<file path="config.mk">
export PLATFORM = sky130hd
export DESIGN_NAME = swg_loop_sequencer
export DESIGN_NICKNAME = d
export VERILOG_FILES = /design/src/rtl/swg_seq_pkg.sv /design/src/rtl/swg_seq_loop_counter.sv /design/src/rtl/swg_loop_sequencer.sv
export SDC_FILE = /design/constraint.sdc
export NUM_CORES = 1
export LEC_CHECK = 0
export ABC_AREA = 1
export CAP_MARGIN = 10
export CORE_ASPECT_RATIO = 0.7
export CORE_MARGIN = 2
export CORE_UTILIZATION = 53
export CTS_BUF_LIST = sky130_fd_sc_hd__clkbuf_8 sky130_fd_sc_hd__clkbuf_16
export DETAILED_ROUTE_END_ITERATION = 6
export GPL_TIMING_DRIVEN = 0
export PLACE_DENSITY = 0.84
export SYNTH_ARGS = -nofsm -noshare
export SYNTH_HDL_FRONTEND = slang
export SYNTH_SLANG_ARGS = --single-unit
</file>
<file path="constraint.sdc">
create_clock -name ap_clk -period 19.3 [get_ports ap_clk]
set_input_delay 3.86 -clock ap_clk [delete_from_list [all_inputs] [get_ports ap_clk]]
set_output_delay 3.86 -clock ap_clk [all_outputs]
set_load 0.03 [all_outputs]
</file>
<file path="src/rtl/swg_seq_pkg.sv">
// Shared types and default widths for the sliding-window-generator loop sequencer.
// The configuration word carries the iteration counts, head increments and tail increments of one feature map.
package swg_seq_pkg;

  localparam int unsigned DEF_INCR_BITWIDTH = 9;
  localparam int unsigned DEF_CNT_BITWIDTH  = 8;
  localparam int unsigned NUM_LEVELS        = 5;

  typedef enum logic [1:0] {
    IDLE = 2'd0,
    LOAD = 2'd1,
    RUN  = 2'd2
  } state_e;

  // Level numbering matches the counter index, innermost first.
  typedef enum logic [2:0] {
    LVL_SIMD = 3'd0,
    LVL_KW   = 3'd1,
    LVL_KH   = 3'd2,
    LVL_W    = 3'd3,
    LVL_H    = 3'd4,
    LVL_LAST = 3'd5
  } level_e;

  typedef struct packed {
    logic [DEF_CNT_BITWIDTH-1:0]         iter_h;
    logic [DEF_CNT_BITWIDTH-1:0]         iter_w;
    logic [DEF_CNT_BITWIDTH-1:0]         iter_kh;
    logic [DEF_CNT_BITWIDTH-1:0]         iter_kw;
    logic [DEF_CNT_BITWIDTH-1:0]         iter_simd;
    logic signed [DEF_INCR_BITWIDTH-1:0] head_simd;
    logic signed [DEF_INCR_BITWIDTH-1:0] head_kw;
    logic signed [DEF_INCR_BITWIDTH-1:0] head_kh;
    logic signed [DEF_INCR_BITWIDTH-1:0] head_w;
    logic signed [DEF_INCR_BITWIDTH-1:0] head_h;
    logic [DEF_INCR_BITWIDTH-1:0]        tail_w;
    logic [DEF_INCR_BITWIDTH-1:0]        tail_h;
    logic [DEF_INCR_BITWIDTH-1:0]        tail_last;
  } cfg_t;

  function automatic logic [DEF_CNT_BITWIDTH-1:0] cfg_iter(input cfg_t c, input int unsigned lvl);
    logic [DEF_CNT_BITWIDTH-1:0] it;
    case (lvl)
      0:       it = c.iter_simd;
      1:       it = c.iter_kw;
      2:       it = c.iter_kh;
      3:       it = c.iter_w;
      default: it = c.iter_h;
    endcase
    return it;
  endfunction

endpackage

</file>
<file path="src/rtl/swg_seq_loop_counter.sv">
// One loop level: down-counter reloaded to iter-1 (iter of 0 behaves as 1), never wraps below 0.
module swg_seq_loop_counter
  import swg_seq_pkg::*;
#(
  parameter int unsigned W = DEF_CNT_BITWIDTH
) (
  input  logic         clk_i,
  input  logic         rst_i,
  input  logic         load_i,
  input  logic [W-1:0] iter_i,
  input  logic         dec_i,
  output logic         is_zero_o
);

  logic [W-1:0] cnt_q, cnt_d, reload;

  always_comb begin
    reload = (iter_i == '0) ? '0 : iter_i - W'(1);
    cnt_d  = cnt_q;
    if (load_i) begin
      cnt_d = reload;
    end else if (dec_i && (cnt_q != '0)) begin
      cnt_d = cnt_q - W'(1);
    end
  end

  always_ff @(posedge clk_i or posedge rst_i) begin
    if (rst_i) begin
      cnt_q <= '0;
    end else begin
      cnt_q <= cnt_d;
    end
  end

  assign is_zero_o = (cnt_q == '0);

endmodule

</file>
<file path="src/rtl/swg_loop_sequencer.sv">
// Five-level loop nest (H, W, KH, KW, SIMD) emitting per-fetch read-address and tail increments.
// A shadow register holds the next configuration; it is swapped in only at a feature-map boundary.
module swg_loop_sequencer
  import swg_seq_pkg::*;
#(
  parameter int unsigned INCR_BITWIDTH = DEF_INCR_BITWIDTH,
  parameter int unsigned CNT_BITWIDTH  = DEF_CNT_BITWIDTH
) (
  input  logic                            ap_clk,
  input  logic                            ap_rst,
  // cfg_valid/cfg_ready: a configuration transfers on a rising edge where both are high;
  // cfg_ready depends only on the shadow register, never on cfg_valid.
  input  logic                            cfg_valid,
  output logic                            cfg_ready,
  input  cfg_t                            cfg_data,
  input  logic                            advance,
  output logic                            running,
  output logic signed [INCR_BITWIDTH-1:0] addr_incr,
  output logic [INCR_BITWIDTH-1:0]        tail_incr,
  output logic                            fm_last,
  output state_e                          dbg_state_o
);

  state_e                state_q, state_d;
  cfg_t                  shadow_q, shadow_d, active_q, active_d, load_src;
  logic                  shadow_full_q, shadow_full_d;
  logic [NUM_LEVELS-1:0] cnt_zero, cnt_load, cnt_dec;
  level_e                sel;
  logic                  adv_run, swap;

  // FSM: state register
  always_ff @(posedge ap_clk or posedge ap_rst) begin
    if (ap_rst) begin
      state_q <= IDLE;
    end else begin
      state_q <= state_d;
    end
  end

  // FSM: next state
  always_comb begin
    state_d = state_q;
    case (state_q)
      IDLE:    if (shadow_full_q) state_d = LOAD;
      LOAD:    state_d = RUN;
      RUN:     state_d = RUN;
      default: state_d = IDLE;
    endcase
  end

  // FSM: outputs
  always_comb begin
    running     = (state_q == RUN);
    cfg_ready   = !shadow_full_q;
    dbg_state_o = state_q;
  end

  // Innermost level with a nonzero counter is the one that steps on the next advance.
  always_comb begin
    sel = LVL_LAST;
    for (int i = NUM_LEVELS - 1; i >= 0; i--) begin
      if (!cnt_zero[i]) sel = level_e'(3'(i));
    end
  end

  assign adv_run  = advance && (state_q == RUN);
  assign swap     = (state_q == LOAD) || (adv_run && (sel == LVL_LAST) && shadow_full_q);
  assign load_src = swap ? shadow_q : active_q;

  always_comb begin
    cnt_dec  = '0;
    cnt_load = '0;
    for (int i = 0; i < NUM_LEVELS; i++) begin
      cnt_dec[i]  = adv_run && (sel == level_e'(3'(i)));
      cnt_load[i] = (state_q == LOAD) || (adv_run && (3'(sel) > 3'(i)));
    end
  end

  for (genvar g = 0; g < NUM_LEVELS; g++) begin : g_cnt
    swg_seq_loop_counter #(
      .W(CNT_BITWIDTH)
    ) u_cnt (
      .clk_i    (ap_clk),
      .rst_i    (ap_rst),
      .load_i   (cnt_load[g]),
      .iter_i   (cfg_iter(load_src, g)),
      .dec_i    (cnt_dec[g]),
      .is_zero_o(cnt_zero[g])
    );
  end

  // A handshake and a swap can never coincide: the swap needs a full shadow, the handshake an empty one.
  always_comb begin
    shadow_d      = shadow_q;
    shadow_full_d = shadow_full_q;
    active_d      = active_q;
    if (swap) begin
      active_d      = shadow_q;
      shadow_full_d = 1'b0;
    end
    if (cfg_valid && cfg_ready) begin
      shadow_d      = cfg_data;
      shadow_full_d = 1'b1;
    end
  end

  always_ff @(posedge ap_clk or posedge ap_rst) begin
    if (ap_rst) begin
      shadow_q      <= '0;
      shadow_full_q <= 1'b0;
      active_q      <= '0;
    end else begin
      shadow_q      <= shadow_d;
      shadow_full_q <= shadow_full_d;
      active_q      <= active_d;
    end
  end

  // Decoded purely from the counters, active config and state register.
  always_comb begin
    addr_incr = '0;
    tail_incr = '0;
    fm_last   = 1'b0;
    if (running) begin
      case (sel)
        LVL_SIMD: addr_incr = active_q.head_simd;
        LVL_KW:   addr_incr = active_q.head_kw;
        LVL_KH:   addr_incr = active_q.head_kh;
        LVL_W:    addr_incr = active_q.head_w;
        default:  addr_incr = active_q.head_h;
      endcase
      if (!cnt_zero[3]) begin
        tail_incr = active_q.tail_w;
      end else if (!cnt_zero[4]) begin
        tail_incr = active_q.tail_h;
      end else begin
        tail_incr = active_q.tail_last;
      end
      fm_last = (sel == LVL_LAST);
    end
  end

endmodule

</file>
==> flow_summary_export.csv, run 1 <==
group,metric,value,unit
cts,clkSlewWorstSetupHoldPaths,0.07,ns
cts,clockBufferDepth,3,
timing,finClkSkew,0.0310,ns
timing,slew_violations,0,
critical_path,regToRegStartpoint,"g_cnt[3].u_cnt.cnt_q[0]",
die,num_rows,47,
drt,drtIter0Drc,805,
drt,drt-total-wl,33300,um
die,core_area,0.0239,mm2
synth,ys.flop_type,"dfrtp_1",
timing,worstMarginPinSlew,1.26,ns
critical_path,r2r_end,"g_cnt[0].u_cnt.cnt_q[2]",
synth,syn_inst,1405,
place,place_area,0.0149,mm2
critical_path,reg2regPathDepth,22,
power,leakagePower,7.21,nW
timing,setup_tns,0,ns
min_path,worst_hold_path_type,"flop to flop",
cts,clock_latency,0.55,ns
critical_path,path_class,"flop to output pin",
synth,synth_fp_nets,1541,
synth,synth_area_per_cell,9.28,um2
drt,routedWlPerCell,17.5,um
final_layout,drive_above_1_share,0.142,
cts,ctsResizeCount,0,
die,io_pins,139,
cts,cts_tree,"built",
final_layout,final_cell_mix,"269 x nand2_1, 267 x dfrtp_1, 158 x inv_1, 138 x clkdlybuf4s50_1, 131 x mux2_2",
place,port_buffers,138,
min_path,hold_path_depth,2,
flow_run,maxCapViolations,0,
synth,syn-cell-area,0.0130,mm2
critical_path,cp.arrival,4.31,ns
global_routing,grt_pass1_vias,10700,
cts,ctsHoldBuffers,0,
drt,route.detailed.drc,0,
final_layout,antenna_cells,0,
min_path,holdCritStartpoint,"shadow_q[104]",
final_layout,fillers,1938,
cts,h-tree-depth,1,
min_path,holdPathEnd,"active_q[104]",
synth,ys_async_sr_fraction,1.00,
power,cellPowerDensity,163,mW/mm2
place,gp_congestion,0.894,
synth,synth.distinct_cells,40,
cts,cts_num_sinks,267,
timing,relSlewSlack,0.151,
place,dpl.hpwl,24300,um
drt,ant_nets,0,
timing,rsz0062_at_grt,"false",
global_routing,grt_pass1_wl,53700,um
timing,max_freq,122,MHz
synth,ys_seq_area_frac,0.512,
die,die_area,0.0259,mm2
final_layout,final_core_util,0.658,
timing,whs,0.477,ns
die,die_width,191,um
cts,post-cts-setup-buffers,0,
critical_path,required,15.44,ns
global_routing,antenna_found_initial,0,
power,ir_drop,90.5,uV
drt,vias,10400,
final_layout,layout_commonest_cell,"nand2_1",
critical_path,startpoint_type,"flop",
global_routing,grt.total_usage,0.265,
global_routing,grt_overflow_total,0,
timing,hold_viol,0,
timing,fin_crit,8.17,ns
die,start_util,0.546,
run_status,status,"finished clean",
timing,setup_viol,0,
cts,cts_buffers,26,
drt,routed_via_density,5.46,
synth,synth-edff-count,0,
critical_path,r2r_slack,15.71,ns
final_layout,syn_to_final_growth,20.4,%
global_routing,grt_max_degree,135,
synth,ys_seq_elements,267,
timing,post-route-period-util,0.423,
final_layout,fin_area,0.0157,mm2
synth,synth_warnings,0,
drt,firstDrtPassIters,5,
critical_path,end_kind,"output pin",
cts,clock-root-buffer,"clkbuf_16",
die,fp.dieH,135,um
final_layout,finalNetCount,1709,
critical_path,critPathMaxFanout,9,
-- synth_stat cells, types with 4 or more instances --
cell / count / area [um2]
o21a_1: 6 / 45.0
clkbuf_1: 25 / 93.8
nor2_1: 130 / 488
nand3b_1: 29 / 218
ha_1: 20 / 250
nor2_2: 5 / 31.3
clkinv_1: 4 / 15.0
buf_2: 13 / 65.1
nand2_1: 269 / 1010
xnor2_1: 7 / 61.3
o21ai_1: 8 / 40.0
nand3_1: 62 / 310
buf_6: 7 / 78.8
a21oi_1: 113 / 566
o21ai_0: 53 / 265
a22oi_1: 9 / 67.6
nor3_1: 9 / 45.0
inv_1: 155 / 582
inv_2: 6 / 22.5
buf_1: 8 / 30.0
nor2_4: 9 / 101
dfrtp_1: 267 / 6680
mux2_2: 131 / 1480
o211ai_1: 24 / 180
nand2_2: 4 / 25.0
xor2_1: 14 / 123
-- layer usage --
layer / global-route usage / share of wire / vias to the layer above
met2: 0.424 / 0.46 / 289
met3: 0.0357 / 0.056 / 61
li1: - / - / 4911
met1: 0.381 / 0.46 / 5135
met4: 0.0726 / 0.025 / 0
met5: 0 / 0 / -
-- final cells by class --
| cell class | instances | area [um2] | share of cell area |
|---|---|---|---|
| Multi-Input combinational cell | 919 | 5460 | 0.348 |
| Inverter | 165 | 627 | 0.0399 |
| Timing Repair Buffer | 140 | 1440 | 0.0915 |
| Clock buffer | 30 | 706 | 0.0449 |
| Clock inverter | 12 | 116 | 0.00741 |
| Sequential cell | 267 | 6680 | 0.426 |
| Buffer | 54 | 275 | 0.0175 |
| Tap cell | 318 | 398 | 0.0253 |
-- flip-flops by register name, indices dropped and copies added, names as in the netlist --
signal and flops:
active_q 112, shadow_full_q 1, shadow_q 112, dbg_state_o 2, g_cnt.u_cnt.cnt_q 40
-- per-stage QoR --
stage	setup slack (ns)	power [mW]	cells
floorplan	8.09	1.73	1405
finish	11.13	2.56	1905
global route	10.92	2.74	1905
global placement	4.92	1.99	1861
CTS	11.20	2.56	1905
detailed placement	11.80	2.05	1863
-- worst max-delay path by stage --
stage	from	endpoint	slack [ns]	cells past startpoint
after global placement	ap_rst	shadow_q[5]	4.92	2
after global routing	g_cnt[3].u_cnt.cnt_q[0]	addr_incr[7]	10.92	13
after CTS	g_cnt[3].u_cnt.cnt_q[0]	addr_incr[7]	11.20	13
after detailed placement	g_cnt[3].u_cnt.cnt_q[0]	addr_incr[6]	11.80	13
after floorplan	ap_rst	active_q[0]	8.09	1
final	g_cnt[3].u_cnt.cnt_q[0]	addr_incr[6]	11.13	13
-- worst max-delay path, cell delays in order, from the launching register on --
cell             delay, ns
dfrtp_1               0.37
inv_1                 0.09
ha_1                  0.24
nand2_1               0.11
nor2_4                0.33
nand2_1               0.10
nand2_1               0.14
nand2_1               0.08
nor3_1                0.96
a22oi_1               0.18
o211ai_1              0.23
o211ai_1              0.14
inv_1                 0.08
clkdlybuf4s50_1       0.69
-- where the power goes --
group / switching [mW] / internal (mW) / leakage (nW)
sequential: 0.154 / 0.839 / 3.09
clock: 0.214 / 0.285 / 0.425
combinational: 0.625 / 0.441 / 3.70
total: 0.993 / 1.57 / 7.21
-- kinds of logic (layout without fill, tap and decap cells) --
logic type,count (synthesis),in the layout,share of synthesized area
DFF,267,267,0.512
adders and majority gates,20,20,0.0192
buffers and inverters,219,401,0.0686
and+or+nand+nor,527,527,0.178
xor gates and xnor gates,21,21,0.0141
AOI/OAI and AO/OA,220,220,0.0947
muxes,131,131,0.113
Power figures use the tool's default switching activity.
==> run 2: changes to the inputs <==
--- a/config.mk
+++ b/config.mk
@@ -9,11 +9,11 @@
 export CAP_MARGIN = 10
 export CORE_ASPECT_RATIO = 0.7
 export CORE_MARGIN = 2
-export CORE_UTILIZATION = 53
+export CORE_UTILIZATION = 52
 export CTS_BUF_LIST = sky130_fd_sc_hd__clkbuf_8 sky130_fd_sc_hd__clkbuf_16
 export DETAILED_ROUTE_END_ITERATION = 6
 export GPL_TIMING_DRIVEN = 0
-export PLACE_DENSITY = 0.84
+export PLACE_DENSITY = 0.86
 export SYNTH_ARGS = -nofsm -noshare
 export SYNTH_HDL_FRONTEND = slang
 export SYNTH_SLANG_ARGS = --single-unit
==> constraint.sdc (replaced) <==
create_clock -name ap_clk -period 6.8 [get_ports ap_clk]
set_input_delay 1.36 -clock ap_clk [delete_from_list [all_inputs] [get_ports ap_clk]]
set_output_delay 1.36 -clock ap_clk [all_outputs]
set_load 0.03 [all_outputs]
==> run 2 against run 1 <==
  * Combinational power grew to 2.9 times the previous value
  * Final cell count is 0.94% higher
  * Clock power grew to 2.9 times the previous value
  * Setup slack got worse by 9.9 ns
==> flow_summary_export.csv, run 2 (same netlist as run 1, synthesis figures left out) <==
group,metric,value,unit
run_status,status,"finished clean",
critical_path,r2r_end,"g_cnt[0].u_cnt.cnt_q[2]",
drt,routedWlPerCell,17.7,um
global_routing,grt_overflow_total,0,
critical_path,r2r_slack,3.27,ns
final_layout,final_core_util,0.642,
final_layout,fillers,1910,
cts,clockBufferDepth,3,
cts,cts_buffers,27,
critical_path,required,5.44,ns
critical_path,reg2regPathDepth,22,
drt,vias,10600,
power,leakagePower,7.27,nW
power,ir_drop,233,uV
die,die_width,193,um
timing,relSlewSlack,0.278,
final_layout,syn_to_final_growth,21.3,%
die,start_util,0.529,
final_layout,antenna_cells,0,
cts,clkSlewWorstSetupHoldPaths,0.06,ns
die,num_rows,48,
die,io_pins,139,
critical_path,max_stage_delay,0.82,ns
global_routing,grt_pass1_wl,55100,um
place,gp_congestion,0.895,
critical_path,path_class,"flop to output pin",
power,cellPowerDensity,463,mW/mm2
drt,drt-total-wl,34100,um
timing,worstMarginPinSlew,1.07,ns
cts,cts_tree,"built",
timing,finClkSkew,0.0244,ns
final_layout,layout_commonest_cell,"nand2_1",
drt,routed_via_density,5.52,
timing,max_freq,180,MHz
cts,ctsResizeCount,0,
cts,cts_num_sinks,267,
critical_path,startpoint_type,"flop",
place,place_area,0.0150,mm2
cts,clock_latency,0.55,ns
drt,firstDrtPassIters,6,
critical_path,path_cells,"inv_1 > ha_1 > nand2_1 > nor2_4 > nand2_1 > nand2_1 > nand2_1 > nor3_1 > a22oi_1 > o211ai_1 > o211ai_1 > inv_1 > clkdlybuf4s50_1",
die,fp.dieH,136,um
critical_path,end_kind,"output pin",
timing,fin_crit,5.55,ns
min_path,holdCritStartpoint,"shadow_q[104]",
drt,drtIter0Drc,839,
final_layout,reg_top3,"active_q x112, shadow_q x112, g_cnt.u_cnt.cnt_q x40",
min_path,holdPathEnd,"active_q[104]",
timing,rsz0062_at_grt,"false",
die,core_area,0.0246,mm2
die,die_area,0.0264,mm2
final_layout,fin_area,0.0158,mm2
critical_path,cp.arrival,4.19,ns
place,dpl.hpwl,25300,um
cts,clock-root-buffer,"clkbuf_16",
timing,hold_viol,0,
critical_path,critPathMostFrequentCell,"nand2_1",
flow_run,maxCapViolations,0,
timing,setup_tns,0,ns
cts,h-tree-depth,1,
cts,ctsHoldBuffers,0,
final_layout,drive_above_1_share,0.145,
place,port_buffers,138,
drt,route.detailed.drc,0,
timing,whs,0.476,ns
timing,slew_violations,0,
global_routing,grt_max_degree,46,
final_layout,final_cell_mix,"269 x nand2_1, 267 x dfrtp_1, 162 x inv_1, 138 x clkdlybuf4s50_1, 131 x mux2_2",
drt,ant_nets,0,
min_path,hold_path_depth,2,
timing,post-route-period-util,0.816,
global_routing,grt_pass1_vias,11000,
global_routing,antenna_found_initial,0,
critical_path,regToRegStartpoint,"g_cnt[3].u_cnt.cnt_q[0]",
critical_path,critPathSlowestCell,"nor3_1",
min_path,worst_hold_path_type,"flop to flop",
cts,post-cts-setup-buffers,0,
global_routing,grt.total_usage,0.260,
critical_path,critPathMaxFanout,9,
timing,setup_viol,0,
final_layout,finalNetCount,1715,
==> run 2: critical path: cells and delay by family (launching register included) <==
kind | cells | cell delay [ns]
AO/OA/AOI/OAI | 3 | 0.55
adder cells (fa/ha/maj) | 1 | 0.22
buffers and inverters | 3 | 0.88
flip-flops | 1 | 0.37
AND/OR/NAND/NOR | 6 | 1.60
==> run 2: how the worst max path moves through the flow <==
stage	from	end	slack, ns	depth (start not counted)
2_1_floorplan	ap_rst	active_q[0]	1.91	1
3_3_place_gp	ap_rst	shadow_q[5]	0.03	2
3_5_place_dp	g_cnt[3].u_cnt.cnt_q[0]	addr_incr[6]	1.85	13
4_1_cts	g_cnt[3].u_cnt.cnt_q[0]	addr_incr[6]	1.25	13
5_1_grt	g_cnt[3].u_cnt.cnt_q[0]	addr_incr[6]	0.96	13
6_report	g_cnt[3].u_cnt.cnt_q[0]	addr_incr[5]	1.25	13
==> run 2: per-stage QoR <==
step / std cells / setup WS [ns] / power [mW]
floorplan: 1405 / 1.91 / 4.90
global placement: 1868 / 0.0340 / 5.65
detailed placement: 1875 / 1.85 / 5.83
CTS: 1923 / 1.25 / 7.31
global route: 1923 / 0.959 / 7.81
finish: 1923 / 1.25 / 7.32
==> run 2: power breakdown <==
part	internal [mW]	leakage [nW]	switching (mW)
clock	0.813	0.456	0.628
sequential	2.38	3.09	0.440
combinational	1.25	3.73	1.80
==> run 2: layout make-up <==
cell class,instances,area [um2],share of cell area
sequential,267,6680,0.422
inverter,165,623,0.0394
timing repair buffer,145,1520,0.0962
clock buffer,32,744,0.0471
buffer,54,275,0.0174
clock inverter,16,105,0.00664
multi-input combinational,919,5460,0.345
tap,325,407,0.0257
==> run 2: routing by layer <==
layer,part of all wire,GRT usage
met5,0,0
met4,0.028,0.0844
met3,0.063,0.0521
met2,0.47,0.425
met1,0.44,0.352
==> run 3: changes to the inputs <==
==> constraint.sdc (replaced) <==
create_clock -name ap_clk -period 4.9 [get_ports ap_clk]
set_input_delay 0.98 -clock ap_clk [delete_from_list [all_inputs] [get_ports ap_clk]]
set_output_delay 0.98 -clock ap_clk [all_outputs]
set_load 0.03 [all_outputs]
==> run 3 against run 2 <==
  * Non-clock buffer count did not move
  * Via count rose by 0.74%
  * Combinational power rose by 39%
  * Utilization rose by 0.091 points
  * Clock-buffer cell count did not move
  * Die area did not move
  * Design area rose by 0.14%
  * Sequential power rose by 39%
  * First-iteration DRC count fell by 4.1%
  * Setup slack got worse by 0.98 ns
  * Power rose by 39%
  * Final cell count did not move
==> flow_summary_export.csv, run 3 (same netlist as run 1, synthesis figures left out) <==
group,metric,value,unit
timing,finClkSkew,0.0202,ns
place,dp.cells,1875,
critical_path,critPathSlowestCell,"clkdlybuf4s50_1",
drt,vias,10700,
die,die_width,193,um
timing,slew_violations,0,
timing,fin_crit,4.63,ns
die,die_area,0.0264,mm2
place,dpl.hpwl,25300,um
drt,route.detailed.drc,0,
final_layout,antenna_cells,0,
global_routing,grt.total_usage,0.260,
place,gp_congestion,0.895,
global_routing,grt_pass1_vias,11000,
power,leakagePower,7.34,nW
critical_path,path_delay_family,"simple AND/OR/NAND/NOR gates",
global_routing,antenna_found_initial,0,
final_layout,final_core_util,0.643,
critical_path,critPathMostFrequentCell,"nand2_1",
die,core_area,0.0246,mm2
drt,routed_via_density,5.56,
timing,max_freq,216,MHz
power,ir_drop,324,uV
cts,post-cts-setup-buffers,0,
cts,cts_buffers,27,
critical_path,path_cells,"inv_1 > ha_1 > nand2_1 > nor2_4 > nand2_1 > nand2_1 > nand2_1 > nor3_4 > a22oi_1 > o211ai_1 > o211ai_1 > inv_1 > clkdlybuf4s50_1",
final_layout,instances_no_fill,1923,
timing,worstMarginPinSlew,0.845,ns
timing,setup_slack,0.269,ns
final_layout,syn_to_final_growth,21.5,%
final_layout,reg_top3,"active_q x112, shadow_q x112, g_cnt.u_cnt.cnt_q x40",
critical_path,end_kind,"output pin",
critical_path,reg2regPathDepth,22,
critical_path,cp.arrival,3.65,ns
final_layout,final_cell_mix,"269 x nand2_1, 267 x dfrtp_1, 162 x inv_1, 134 x clkdlybuf4s50_1, 131 x mux2_2",
die,start_util,0.529,
drt,firstDrtPassIters,5,
drt,drt-total-wl,34300,um
global_routing,grt_pass1_wl,55200,um
critical_path,max_stage_delay,0.68,ns
cts,clkSlewWorstSetupHoldPaths,0.06,ns
critical_path,path_class,"flop to output pin",
timing,post-route-period-util,0.945,
power,cellPowerDensity,641,mW/mm2
final_layout,finalNetCount,1715,
place,pre_cts_ws,0.332,ns
timing,setup_viol,0,
timing,whs,0.479,ns
die,io_pins,139,
critical_path,path_buf_inv,3,
cts,cts_num_sinks,267,
place,port_buffers,138,
critical_path,critPathMaxFanout,9,
cts,clockBufferDepth,3,
die,num_rows,48,
critical_path,startpoint_type,"flop",
cts,clock-root-buffer,"clkbuf_16",
drt,ant_nets,0,
cts,clock_latency,0.54,ns
global_routing,grt_max_degree,46,
min_path,worst_hold_path_type,"flop to flop",
timing,relSlewSlack,0.436,
timing,hold_viol,0,
run_status,status,"finished clean",
critical_path,path_depth,13,
cts,h-tree-depth,1,
cts,cts_tree,"built",
power,power,10.2,mW
die,fp.dieH,136,um
global_routing,grt_overflow_total,0,
critical_path,required,3.92,ns
min_path,hold_path_depth,2,
cts,ctsResizeCount,1,
drt,drtIter0Drc,805,
cts,ctsHoldBuffers,0,
final_layout,layout_commonest_cell,"nand2_1",
final_layout,drive_above_1_share,0.146,
drt,routedWlPerCell,17.8,um
flow_run,maxCapViolations,0,
-- run 3: cell count changes in the layout (fill, tap and decap cells not counted), sizes merged --
cell / delta
dlymetal6s2s: +4
clkdlybuf4s50: -4
-- run 3: routing by layer --
layer	track usage	up-vias	share of wire
li1	-	4929	-
met4	0.0844	0	0.027
met1	0.352	5317	0.44
met3	0.0521	74	0.068
met2	0.425	367	0.47
met5	0	-	0
-- run 3: worst paths after layout --
kind                            slack, ns                     from                       to
min in group asynchronous            0.69                   ap_rst  g_cnt[3].u_cnt.cnt_q[3]
worst max register to register       1.33  g_cnt[3].u_cnt.cnt_q[0]  g_cnt[0].u_cnt.cnt_q[2]
worst min register to register       0.48             shadow_q[89]             active_q[89]
worst min-delay path                 0.48             shadow_q[89]             active_q[89]
max in group asynchronous            2.99                   ap_rst              shadow_q[7]
worst max-delay path                 0.27  g_cnt[3].u_cnt.cnt_q[0]             addr_incr[5]
-- run 3: cell type report --
class / instances / area [um2]
Buffer: 54 / 277
Clock buffer: 32 / 744
Clock inverter: 16 / 105
Fill cell: 1905 / 8780
Inverter: 165 / 623
Multi-Input combinational cell: 919 / 5470
Sequential cell: 267 / 6680
Tap cell: 325 / 407
Timing Repair Buffer: 145 / 1530
-- run 3: metrics by stage --
stage / cell area (um2) / TNS, ns
2_1_floorplan: 13000 / 0
3_3_place_gp: 14800 / -390.45
3_5_place_dp: 15000 / 0
4_1_cts: 15800 / 0
5_1_grt: 15800 / -0.147
6_report: 15800 / 0
-- run 3: worst register-to-register path, stage by stage (launching register included) --
cell and delay [ns]:
dfrtp_1 0.37, inv_1 0.11, ha_1 0.22, nand2_1 0.11, nor2_4 0.35, inv_2 0.17, nor2_4 0.17, nand3_2 0.13
nor2_4 0.13, nand2_4 0.13, buf_6 0.19, buf_6 0.15, nand3_1 0.07, nand2_1 0.11, inv_1 0.18, ha_1 0.17
inv_1 0.04, nor2_1 0.09, nand2_1 0.06, nor2_1 0.21, nor2_4 0.09, o21ai_1 0.12, a21oi_1 0.09
-- run 3: power by group --
| group | switching, mW | internal (mW) |
|---|---|---|
| Sequential | 0.612 | 3.31 |
| Combinational | 2.50 | 1.74 |
| Clock | 0.870 | 1.13 |
